[config.mk]
export PLATFORM = sky130hd
export DESIGN_NAME = morse_uart_tx_flat
export DESIGN_NICKNAME = d
export VERILOG_FILES = /design/src/rtl/morse_uart_tx_pkg.sv /design/src/rtl/morse_uart_tx_if.sv /design/src/rtl/morse_uart_tx_fifo.sv /design/src/rtl/morse_uart_tx.sv /design/src/flat_wrapper.sv
export SDC_FILE = /design/constraint.sdc
export NUM_CORES = 1
export LEC_CHECK = 0
export ABC_AREA = 1
export BUFFER_PORTS_ARGS = -buffer_cell sky130_fd_sc_hd__buf_2
export CORE_UTILIZATION = 57
export CTS_CLUSTER_DIAMETER = 200
export CTS_CLUSTER_SIZE = 8
export DETAILED_ROUTE_END_ITERATION = 8
export PLACE_DENSITY = 0.82
export RECOVER_POWER = 25
export SYNTH_ARGS = -nofsm -noshare
export SYNTH_HDL_FRONTEND = slang
export SYNTH_SLANG_ARGS = --single-unit
[constraint.sdc]
create_clock -name clk -period 2.65 [get_ports clk]
set_input_delay 0.1325 -clock clk [delete_from_list [all_inputs] [get_ports clk]]
set_output_delay 0.1325 -clock clk [all_outputs]
set_load 0.01 [all_outputs]
[src/rtl/morse_uart_tx_pkg.sv]
// ============================================================================
// morse_uart_tx_pkg : shared TX state encodings, ASCII constants, helpers
// Rev 1.0
// ============================================================================
`default_nettype none

package morse_uart_tx_pkg;

    localparam int          STATE_W       = 3;
    localparam logic [2:0]  ST_IDLE       = 3'd0;
    localparam logic [2:0]  ST_START      = 3'd1;
    localparam logic [2:0]  ST_DATA       = 3'd2;
    localparam logic [2:0]  ST_PARITY     = 3'd3;
    localparam logic [2:0]  ST_STOP       = 3'd4;

    localparam logic [7:0]  ASCII_SPACE   = 8'h20;
    localparam logic [7:0]  ASCII_DIGIT_0 = 8'h30;
    localparam logic [7:0]  ASCII_DIGIT_9 = 8'h39;
    localparam logic [7:0]  ASCII_UPPER_A = 8'h41;
    localparam logic [7:0]  ASCII_UPPER_Z = 8'h5A;

    function automatic logic even_parity(input logic [7:0] b);
        return ^b;
    endfunction

endpackage

`default_nettype wire

[src/rtl/morse_uart_tx_if.sv]
// ============================================================================
// morse_uart_tx_if : decoder-side letter input and UART/status outputs
// Rev 1.0
// ============================================================================
`default_nettype none

interface morse_uart_tx_if #(
    parameter int FIFO_DEPTH = 8
);
    logic [7:0]                  letter;
    logic                        done;
    logic                        tx;
    logic                        busy;
    logic                        overflow;
    logic [$clog2(FIFO_DEPTH):0] fifo_count;

    modport master (
        output letter, done,
        input  tx, busy, overflow, fifo_count
    );

    modport slave (
        input  letter, done,
        output tx, busy, overflow, fifo_count
    );
endinterface

`default_nettype wire

[src/rtl/morse_uart_tx_fifo.sv]
// ============================================================================
// morse_letter_fifo : generic circular FIFO, pointers one bit wider than addr
// Rev 1.0
// ============================================================================
`default_nettype none

module morse_letter_fifo #(
    parameter int WIDTH = 8,
    parameter int DEPTH = 8
) (
    input  wire logic                     clk,
    input  wire logic                     reset,
    input  wire logic                     push_i,
    input  wire logic [WIDTH-1:0]         wdata_i,
    input  wire logic                     pop_i,
    output logic      [WIDTH-1:0]         rdata_o,
    output logic                          full_o,
    output logic                          empty_o,
    output logic      [$clog2(DEPTH):0]   count_o
);
    localparam int AW = $clog2(DEPTH);

    logic [WIDTH-1:0] mem_q [DEPTH];
    logic [AW:0]      wr_q;
    logic [AW:0]      rd_q;
    logic             do_push;

    assign full_o  = (wr_q[AW-1:0] == rd_q[AW-1:0]) && (wr_q[AW] != rd_q[AW]);
    assign empty_o = (wr_q == rd_q);
    assign count_o = wr_q - rd_q;
    assign rdata_o = mem_q[rd_q[AW-1:0]];

    // A pop frees the slot this same edge, so a full FIFO still accepts a push
    assign do_push = push_i && (!full_o || pop_i);

    always_ff @(posedge clk) begin
        if (reset) begin
            wr_q <= '0;
            rd_q <= '0;
        end else begin
            if (do_push) wr_q <= wr_q + 1'b1;
            if (pop_i)   rd_q <= rd_q + 1'b1;
        end
    end

    always_ff @(posedge clk) begin
        if (do_push) mem_q[wr_q[AW-1:0]] <= wdata_i;
    end

endmodule

`default_nettype wire

[src/rtl/morse_uart_tx.sv]
// ============================================================================
// morse_uart_tx : queues decoded Morse letters and sends them as UART 8N1.
// Define MORSE_UART_PARITY_EN to compile in the even-parity bit (8E1).
// Rev 1.0
// ============================================================================
`default_nettype none

module morse_uart_tx
    import morse_uart_tx_pkg::*;
#(
    parameter int CLKS_PER_BIT = 434,
    parameter int FIFO_DEPTH   = 8
) (
    input  wire logic       clk,
    input  wire logic       reset,
    morse_uart_tx_if.slave  bus
);
    localparam int              BAUD_W    = $clog2(CLKS_PER_BIT);
    localparam logic [BAUD_W-1:0] BAUD_LAST = BAUD_W'(CLKS_PER_BIT - 1);

    logic [STATE_W-1:0] state_q, state_d;
    logic [BAUD_W-1:0]  baud_q, baud_d;
    logic [2:0]         bit_q, bit_d;
    logic [7:0]         sh_q, sh_d;
    logic               tx_q, tx_d;
    logic               done_q;
    logic               ovf_q, ovf_d;
`ifdef MORSE_UART_PARITY_EN
    logic               par_q, par_d;
`endif

    logic               push;
    logic               pop;
    logic               full;
    logic               empty;
    logic [7:0]         rdata;
    logic [$clog2(FIFO_DEPTH):0] count;
    logic               baud_end;

    assign push     = bus.done && !done_q;
    assign ovf_d    = push && full && !pop;
    assign baud_end = (baud_q == BAUD_LAST);

    morse_letter_fifo #(
        .WIDTH (8),
        .DEPTH (FIFO_DEPTH)
    ) u_fifo (
        .clk     (clk),
        .reset   (reset),
        .push_i  (push),
        .wdata_i (bus.letter),
        .pop_i   (pop),
        .rdata_o (rdata),
        .full_o  (full),
        .empty_o (empty),
        .count_o (count)
    );

    // tx_d follows the next state so the line changes on the same edge as the FSM
    always_comb begin
        state_d = state_q;
        baud_d  = baud_q + BAUD_W'(1);
        bit_d   = bit_q;
        sh_d    = sh_q;
        tx_d    = tx_q;
        pop     = 1'b0;
`ifdef MORSE_UART_PARITY_EN
        par_d   = par_q;
`endif
        case (state_q)
            ST_IDLE: begin
                baud_d = '0;
                tx_d   = 1'b1;
                if (!empty) begin
                    pop     = 1'b1;
                    sh_d    = rdata;
`ifdef MORSE_UART_PARITY_EN
                    par_d   = even_parity(rdata);
`endif
                    state_d = ST_START;
                    tx_d    = 1'b0;
                end
            end
            ST_START: begin
                if (baud_end) begin
                    baud_d  = '0;
                    bit_d   = 3'd0;
                    state_d = ST_DATA;
                    tx_d    = sh_q[0];
                end
            end
            ST_DATA: begin
                if (baud_end) begin
                    baud_d = '0;
                    sh_d   = {1'b0, sh_q[7:1]};
                    if (bit_q == 3'd7) begin
`ifdef MORSE_UART_PARITY_EN
                        state_d = ST_PARITY;
                        tx_d    = par_q;
`else
                        state_d = ST_STOP;
                        tx_d    = 1'b1;
`endif
                    end else begin
                        bit_d = bit_q + 3'd1;
                        tx_d  = sh_q[1];
                    end
                end
            end
`ifdef MORSE_UART_PARITY_EN
            ST_PARITY: begin
                if (baud_end) begin
                    baud_d  = '0;
                    state_d = ST_STOP;
                    tx_d    = 1'b1;
                end
            end
`endif
            ST_STOP: begin
                if (baud_end) begin
                    baud_d  = '0;
                    state_d = ST_IDLE;
                    tx_d    = 1'b1;
                end
            end
            default: begin
                baud_d  = '0;
                state_d = ST_IDLE;
                tx_d    = 1'b1;
            end
        endcase
    end

    // done_q resets high so a done level held across reset release is not a new letter
    always_ff @(posedge clk) begin
        if (reset) begin
            state_q <= ST_IDLE;
            baud_q  <= '0;
            bit_q   <= '0;
            sh_q    <= '0;
            tx_q    <= 1'b1;
            done_q  <= 1'b1;
            ovf_q   <= 1'b0;
`ifdef MORSE_UART_PARITY_EN
            par_q   <= 1'b0;
`endif
        end else begin
            state_q <= state_d;
            baud_q  <= baud_d;
            bit_q   <= bit_d;
            sh_q    <= sh_d;
            tx_q    <= tx_d;
            done_q  <= bus.done;
            ovf_q   <= ovf_d;
`ifdef MORSE_UART_PARITY_EN
            par_q   <= par_d;
`endif
        end
    end

    assign bus.tx         = tx_q;
    assign bus.busy       = (state_q != ST_IDLE) || !empty;
    assign bus.overflow   = ovf_q;
    assign bus.fifo_count = count;

endmodule

`default_nettype wire

[src/flat_wrapper.sv]
// flat-port wrapper written by rule: the top's interface ports become plain ports
module morse_uart_tx_flat import morse_uart_tx_pkg::*;
#(
    parameter int CLKS_PER_BIT = 434,
    parameter int FIFO_DEPTH   = 8
)
  (clk, reset, bus_letter, bus_done, bus_tx, bus_busy, bus_overflow, bus_fifo_count);
  morse_uart_tx_if #(.FIFO_DEPTH(FIFO_DEPTH)) bus_i ();
  input  wire logic clk;
  input  wire logic reset;
  input wire logic [$bits(bus_i.letter)-1:0] bus_letter;
  input wire logic [$bits(bus_i.done)-1:0] bus_done;
  output wire logic [$bits(bus_i.tx)-1:0] bus_tx;
  output wire logic [$bits(bus_i.busy)-1:0] bus_busy;
  output wire logic [$bits(bus_i.overflow)-1:0] bus_overflow;
  output wire logic [$bits(bus_i.fifo_count)-1:0] bus_fifo_count;
  assign bus_i.letter = bus_letter;
  assign bus_i.done = bus_done;
  assign bus_tx = bus_i.tx;
  assign bus_busy = bus_i.busy;
  assign bus_overflow = bus_i.overflow;
  assign bus_fifo_count = bus_i.fifo_count;
  morse_uart_tx #(.CLKS_PER_BIT(CLKS_PER_BIT), .FIFO_DEPTH(FIFO_DEPTH)) u_core (.clk(clk), .reset(reset), .bus(bus_i));
endmodule
==> summary.md <==
| Metric | Value |
|---|---|
| Setup WS post-layout | 0.270 ns |
| Grt met2 use | between 30% and 40% |
| Hpwl dp | 5890 um |
| Syn. warnings | 0 |
| Pwr/cell area | between 800 and 900 nW/um2 |
| Pre-CTS setup slack | 0.308 ns |
| Met3 Track Usage GR | 4.43% |
| Via Count | roughly 3k |
| Post-synth EDFFs | 64 |
| Area growth syn-to-layout | 7.64% |
| Final Setup Violations | 0 |
| Data required, critical path | 2.65 ns |
| Syn_area_per_cell | 9.66 um2 |
| P_leak | 1.79 nW |
| CTS-repair resized insts | 0 |
| Post-Syn Instances | about 450 |
| Setup TNS | 0 ns |
| Wire length per cell | 15.0 um |
| Clock slew at reported path FFs | 0.10 ns |
| Starting Density | 59.5% |
| Final nets | 487 |
| Height of the chip | 89.2 um |
| Synthesized flop and latch total | 101 |
| Hold Path Class | in -> reg |
| CTS max path bufs | 2 |
| DIE AREA | roughly 8000 um2 |
| Max-cap violations | 0 |
| CP Class | reg -> reg |
| Port buffer count | 17 |
| Synth Flop Type | edfxtp_1 |
| Crit end category | flop |
| Synthesized net count | 470 |
| Post-synth top area cell | edfxtp_1 |
| H-tree Lvls | 3 |
| Fin Clk Skew | between 0.01 and 0.015 ns |
| CTS sink count | 101 |
| Tcrit/Tclk final | 89.8% |
| Avg Vias per Cell | 5.40 |
| Max VDD drop | 0.000497 V |
| Slew HR | 37.7% |
| Outcome | finished, final reports clean |
| Initial antenna violation count | 0 |
| Final Instance Count excl. Fillers | 570 |
| Crit path DAT | around 2.4 ns |
| Root buf cell | clkbuf_8 |
| Core box area | between 7000 and 8000 um2 |
| Clk Latency, worst-skew pair | 0.36 ns |
| Initial DRC count | 283 |
| Residual DRC count | 0 |
| CTS tree | built |
| Ys async rst share | 0% |
| GR Layer Usage met1 | between 30% and 40% |
| Ratio of cells with drive above 1 in the final layout | between 10% and 20% |
| Inserted Clock Buffers | 9 |
| Post-synthesis sequential area ratio | 61.4% |
| Die Wd | 89.2 um |
| Ranking of synthesized cells by area | edfxtp_1 (44%), dfxtp_1 (17%), nand2_1 (9.0%), nand3_1 (8.1%), nor2_1 (3.5%) |
| First-pass GRT wire length | 13500 um |
| GR Overflow Total | 0 |
| Min cycle time layout | 2.38 ns |
| Drt first pass iters | 5 |
| Slew @ Worst Pin | 0.933 ns |
| Tot GR Track Use | 23.5% |
| Post-synth top area share | 44.3% |
| Fmax | 420 MHz |
| Placed cell count | 553 |
| Post-synth cell types | 32 |
| Vias in the first global route | 2759 |
| Hold Fails Final Rpt | 0 |
| Max FO, Critical Path | 8 |
| RSZ-0062 raised after global routing | false |
| Busiest grt layer | met2 |
| Routability Congestion | 0.822 |
| Diode count | 0 |
| Final Total Pwr | approximately 0.0038 W |
| Synth Cell Area | roughly 4300 um2 |
| Post-Route WL | 8540 um |
| Hold slack | 0.117 ns |
| Top Ports | 18 |
| Critical path startpoint category | flop |
| Cell with the most instances after synthesis | nand2_1 |
| Largest net degree at the start of global routing | 33 |
| Row cnt | 31 |
| Post-CTS Setup Bufs | 0 |
| Max-slew violation count | 0 |
| Antenna Nets Post-Route | 0 |
| List of most frequent post-synthesis cells | nand2_1 (104), nand3_1 (70), edfxtp_1 (64) |
layout by cell type (no fill, tap or decap), types with 2 or more instances in the layout:
cell type,n
a21oi_1,18
buf_2,10
buf_4,3
clkbuf_1,8
clkbuf_8,10
clkinv_2,2
clkinv_4,2
dfxtp_1,37
edfxtp_1,64
ha_1,9
inv_1,34
inv_4,2
nand2_1,104
nand2_2,3
nand3_1,70
nand4_1,2
nor2_1,41
nor2_2,3
nor2_4,2
nor3_1,8
nor4_1,2
o211ai_1,2
o21ai_0,15
or2_2,7
xnor2_1,2
xor2_1,2
layout make-up:
cell class / instances / area, um2
fillers: 596 / 2620
clock buffers: 12 / 149
clock inverters: 4 / 32.5
flip-flops and latches: 101 / 2660
repair buffers: 21 / 109
well taps: 99 / 124
inverters: 38 / 148
multi-input cells: 295 / 1450
power breakdown:
| group | internal, W | switching [W] |
|---|---|---|
| clock | 0.000386 | 0.000520 |
| combinational | 0.000344 | 0.000727 |
| sequential | 0.00176 | 0.0000621 |
sequential cells by signal, indices dropped and copies added, names as in the netlist, named ones only:
signal / flops
u_core.baud_q: 9
u_core.bit_q: 3
u_core.bus.overflow: 1
u_core.bus.tx: 1
u_core.done_q: 1
u_core.sh_q: 8
u_core.state_q: 3
u_core.u_fifo.mem_q: 64
u_core.u_fifo.rd_q: 4
u_core.u_fifo.wr_q: 4
layer usage:
metal / wire [um] / up-vias
li1: - / 1541
met1: 3950 / 1413
met2: 3900 / 103
met3: 473 / 20
met4: 216 / 0
met5: 0 / -
final timing paths:
| kind | from | end | slack [ns] | cells past startpoint |
|---|---|---|---|---|
| max | u_core.u_fifo.wr_q[0] | u_core.u_fifo.mem_q[4][1] | 0.27 | 9 |
| min | bus_letter[2] | u_core.u_fifo.mem_q[0][2] | 0.12 | 1 |
| max reg2reg | u_core.u_fifo.wr_q[0] | u_core.u_fifo.mem_q[4][1] | 0.27 | 9 |
| min reg2reg | u_core.done_q | u_core.bus.overflow | 0.42 | 1 |
cell families after synthesis:
family,Yosys count,share of synthesized area [%]
xor+xnor,4,0.808
simple gates,245,25.2
fa+ha+maj,10,3.06
buf+inv,53,5.31
flops,101,61.4
compound gates,36,4.30
critical path: stages, from the launching register on:
cell,delay (ns)
dfxtp_1,0.41
inv_1,0.09
ha_1,0.31
inv_1,0.09
nor2_2,0.06
nand4_1,0.10
nand2_1,0.14
inv_1,0.11
nand2_1,0.14
nor2_1,0.57
per-stage QoR:
stage          instance area (um2)  util, %
2_1_floorplan                 4340        -
3_3_place_gp                  4490     61.5
3_5_place_dp                  4490     61.5
4_1_cts                       4680     64.2
5_1_grt                       4670     64.0
6_report                      4670     64.0
timing repair:
item / 4_1_cts / 5_1_grt
endpoints found under the hold margin: 1 / 0
hold buffers: 1 / 0
endpoints found under the setup margin: 0 / 0
No activity file was read; power rests on OpenSTA's default activity.
